[src/rtl/demux_1to8.sv]
// Registered 1-to-N demultiplexer: routes D to output line SEL, one cycle later.
// Optional status outputs (active, active_idx) are built when DEMUX_STATUS_EN is defined.
module demux_1to8 #(
  parameter int N_OUT = 8,
  parameter int SEL_W = 3
) (
  input  logic             clk,
  input  logic             rst,
  input  logic             en,
  input  logic             D,
  input  logic [SEL_W-1:0] SEL,
`ifdef DEMUX_STATUS_EN
  output logic             active,
  output logic [SEL_W-1:0] active_idx,
`endif
  output logic [N_OUT-1:0] Y
);

  logic [N_OUT-1:0] y_next_s;
  logic [N_OUT-1:0] y_r;

  // Decode D/SEL into a one-hot-or-zero vector; out-of-range SEL matches no line
  always_comb begin
    y_next_s = '0;
    for (int i = 0; i < N_OUT; i++) begin
      if (D && (SEL == SEL_W'(i))) begin
        y_next_s[i] = 1'b1;
      end else begin
        y_next_s[i] = 1'b0;
      end
    end
  end

  // Output register: reset wins, otherwise load on enable, hold when idle
  always_ff @(posedge clk) begin
    if (rst) begin
      y_r <= '0;
    end else if (en) begin
      y_r <= y_next_s;
    end else begin
      y_r <= y_r;
    end
  end

  assign Y = y_r;

`ifdef DEMUX_STATUS_EN
  logic             active_r;
  logic [SEL_W-1:0] active_idx_r;

  // Status registers track the loaded Y; the index is retained while Y is zero
  always_ff @(posedge clk) begin
    if (rst) begin
      active_r     <= 1'b0;
      active_idx_r <= '0;
    end else if (en) begin
      active_r <= |y_next_s;
      if (|y_next_s) begin
        active_idx_r <= SEL;
      end else begin
        active_idx_r <= active_idx_r;
      end
    end else begin
      active_r     <= active_r;
      active_idx_r <= active_idx_r;
    end
  end

  assign active     = active_r;
  assign active_idx = active_idx_r;
`endif

endmodule

[config.mk]
export PLATFORM = sky130hd
export DESIGN_NAME = demux_1to8
export DESIGN_NICKNAME = d
export VERILOG_FILES = /design/src/rtl/demux_1to8.sv
export SDC_FILE = /design/constraint.sdc
export NUM_CORES = 1
export LEC_CHECK = 0
export CORE_AREA = 2 2 39 41
export DETAILED_ROUTE_END_ITERATION = 8
export DIE_AREA = 0 0 41 43
export SLEW_MARGIN = 20
export SYNTH_ARGS = -nofsm -noshare
export SYNTH_HDL_FRONTEND = slang
export SYNTH_SLANG_ARGS = --single-unit
[constraint.sdc]
create_clock -name clk -period 1.01 [get_ports clk]
set_input_delay 0.202 -clock clk [delete_from_list [all_inputs] [get_ports clk]]
set_output_delay 0.202 -clock clk [all_outputs]
set_load 0.02 [all_outputs]
==> results.cfg <==
[logic_synthesis]
yosysSeqAreaShare = 0.481
yosys.area_share.xor_xnor = 0
synth_compound_area_frac = 0.233
netlist_area_sq_um = 333
synthMuxAreaShare = 0
synth_top_family_by_area = compound AO/OA/AOI/OAI gates
ys.warnings.count = 0
yosys.area_share.simple = 0.147
synth_nets = 39
yosys.area_share.adder = 0
synth_cells = 32
ys_seq_elements = 8
ys_types = 10
avgSynthCellArea_sq_um = 10.4

[place]
place.gp.congestion = 0.654
dp_cells = 63
io_buffers = 14
pre_cts_slack_ps = -293
hpwl_um = 482
placed_area_sq_um = 499

[layout]
fin_cells = 66
utilization = 0.345
multiInputGateArea_sq_um = 126
nNetsFinal = 59
drive_above_1_share = 0.320
largest_register_ffs = 8
design_area_sq_um = 478
syn_to_final_growth_pct = 43.6
num_antenna_cells = 0
seqCellArea_sq_um = 160
fillers = 148

[power_and_ir_drop]
irDropWorstVdd_uv = 835
pwr-share-comb = 0.116
power_uw = 637
power.net_switching_uw = 142
p_int_uw = 495
p_clk_frac = 0.377
swShare = 0.223
share_seq_of_total_power = 0.506
power.leakage_nw = 0.186
p_per_area_nw_per_um2 = 1330

[critical_path]
cpMaxStageDelayCell = dfxtp_1
crit_family = flip-flops
r2r_cells = 2
cp.buffers_inverters = 1
worstPathRequired_ps = 810
max_stage_delay_ps = 320
crit_fanout = 2
worstPathCellList = buf_2
crit_cells = 1
cp-start-kind = flop
cp-end-kind = output port
worstPathArrival_ps = 740
worstSetupPathType = flop to output port

[clock_network]
clock-sinks = 8
cts_tree = yes
ctsRootBufferMaster = clkbuf_4
clk_pin_slew_worst_paths_ps = 50
cts_setup_buffers = 0
ctsLongestPathBuffers = 2
insertion_delay_ps = 250
htree_levels = 1
cts_made_buffers = 3

[drt]
firstDrtPassIters = 4
vias = 300
wirelength_um = 651
drc = 0
viasPerCell = 4.55
post_drt_wl_per_cell_um = 9.86
antenna_left = 0
drtIter0Drc = 3

[sta]
tightest_slew_ps = 212
hold_viol = 0
fmax_mhz = 1070
fin_crit_sh = 0.929
rsz0062_at_grt = false
setup_ws_ps = 72.2
fin_crit_ps = 938
max-slew-margin-rel = 0.858
fin_worst_skew_ps = 0
final_max_slew_viol_count = 0
report.final.setup_viol = 0

[run_status]
status = finished clean

[floorplanning]
start_util = 0.241
pin_count = 15
core_sq_um = 1380
dieArea_sq_um = 1760
die_h_um = 43
fp-row-count = 14
die_w_um = 41

[global_route]
grt_usage = 0.0828
antenna_found_initial = 0
grt_pass1_vias = 249
grt_max_degree = 9
grt_pass1_wl_um = 952
overflow = 0

[run]
maxCapViolCount = 0

[hold_path]
hold_class = input pin to flop
min_path_cells = 3
area by class of cell:
cell class,count,share of cell area
Clock buffer,3,0.0471
Inverter,8,0.0628
Multi-Input combinational cell,14,0.264
Sequential cell,8,0.335
Tap cell,16,0.0419
Timing Repair Buffer,17,0.249
power by group through the flow:
stage                     clock network [mW]  registers (mW)  logic (mW)
after floorplan                            0           0.335      0.0326
after global placement                     0           0.329      0.0829
after detailed placement                   0           0.330      0.0828
after CTS                              0.253           0.322      0.0746
after global routing                   0.262           0.323      0.0801
final                                  0.240           0.323      0.0742
cell usage in the layout (no fill, tap or decap), types with 2 or more instances in the layout:
master,synthesis,routed
nand3b_1,2,2
clkbuf_4,0,3
dlygate4sd2_1,0,3
or3b_1,2,2
buf_2,1,8
dfxtp_1,8,8
buf_4,0,3
o32ai_1,7,7
inv_1,8,8
clkdlybuf4s50_1,0,3
logic make-up (layout without fill, tap and decap cells):
| logic type | Yosys count | after routing |
|---|---|---|
| buffers and inverters | 10 | 28 |
| AND/OR/NAND/NOR | 6 | 6 |
| AO/OA/AOI/OAI | 8 | 8 |
| flip-flops | 8 | 8 |
synthesized netlist by cell type:
cell	instances	area, sq um
o32ai_1	7	61.3
inv_1	8	30.0
o32ai_2	1	16.3
dfxtp_1	8	160
buf_6	1	11.3
or3b_1	2	17.5
buf_2	1	5.00
or3_4	1	11.3
nand3b_1	2	15.0
nand3_1	1	5.00
timing repair:
action,4_1_cts,5_1_grt
resized for setup,35,0
endpoints found under the setup margin,12,0
hold buffers,0,0
stage by stage:
step                      TNS [ps]  hold WS [ps]
after global routing             0           456
after global placement       -2740           464
after floorplan                  0           394
after CTS                        0           431
final                            0           437
after detailed placement     -2790           466
path summary, 6_finish.rpt:
check | to | start | slack (ps)
worst max-delay path | Y[1] | Y[1] | 70
worst min-delay path | Y[4] | SEL[1] | 440
worst max register to register | Y[7] | Y[7] | 320
worst min register to register | Y[4] | Y[4] | 470
metal layers:
| metal | track usage | routed length, um |
|---|---|---|
| met5 | 0 | 0 |
| met4 | 0.0600 | 22 |
| met3 | 0.0314 | 62 |
| met2 | 0.0938 | 248 |
| met1 | 0.121 | 317 |
No activity file was read; power rests on OpenSTA's default activity.
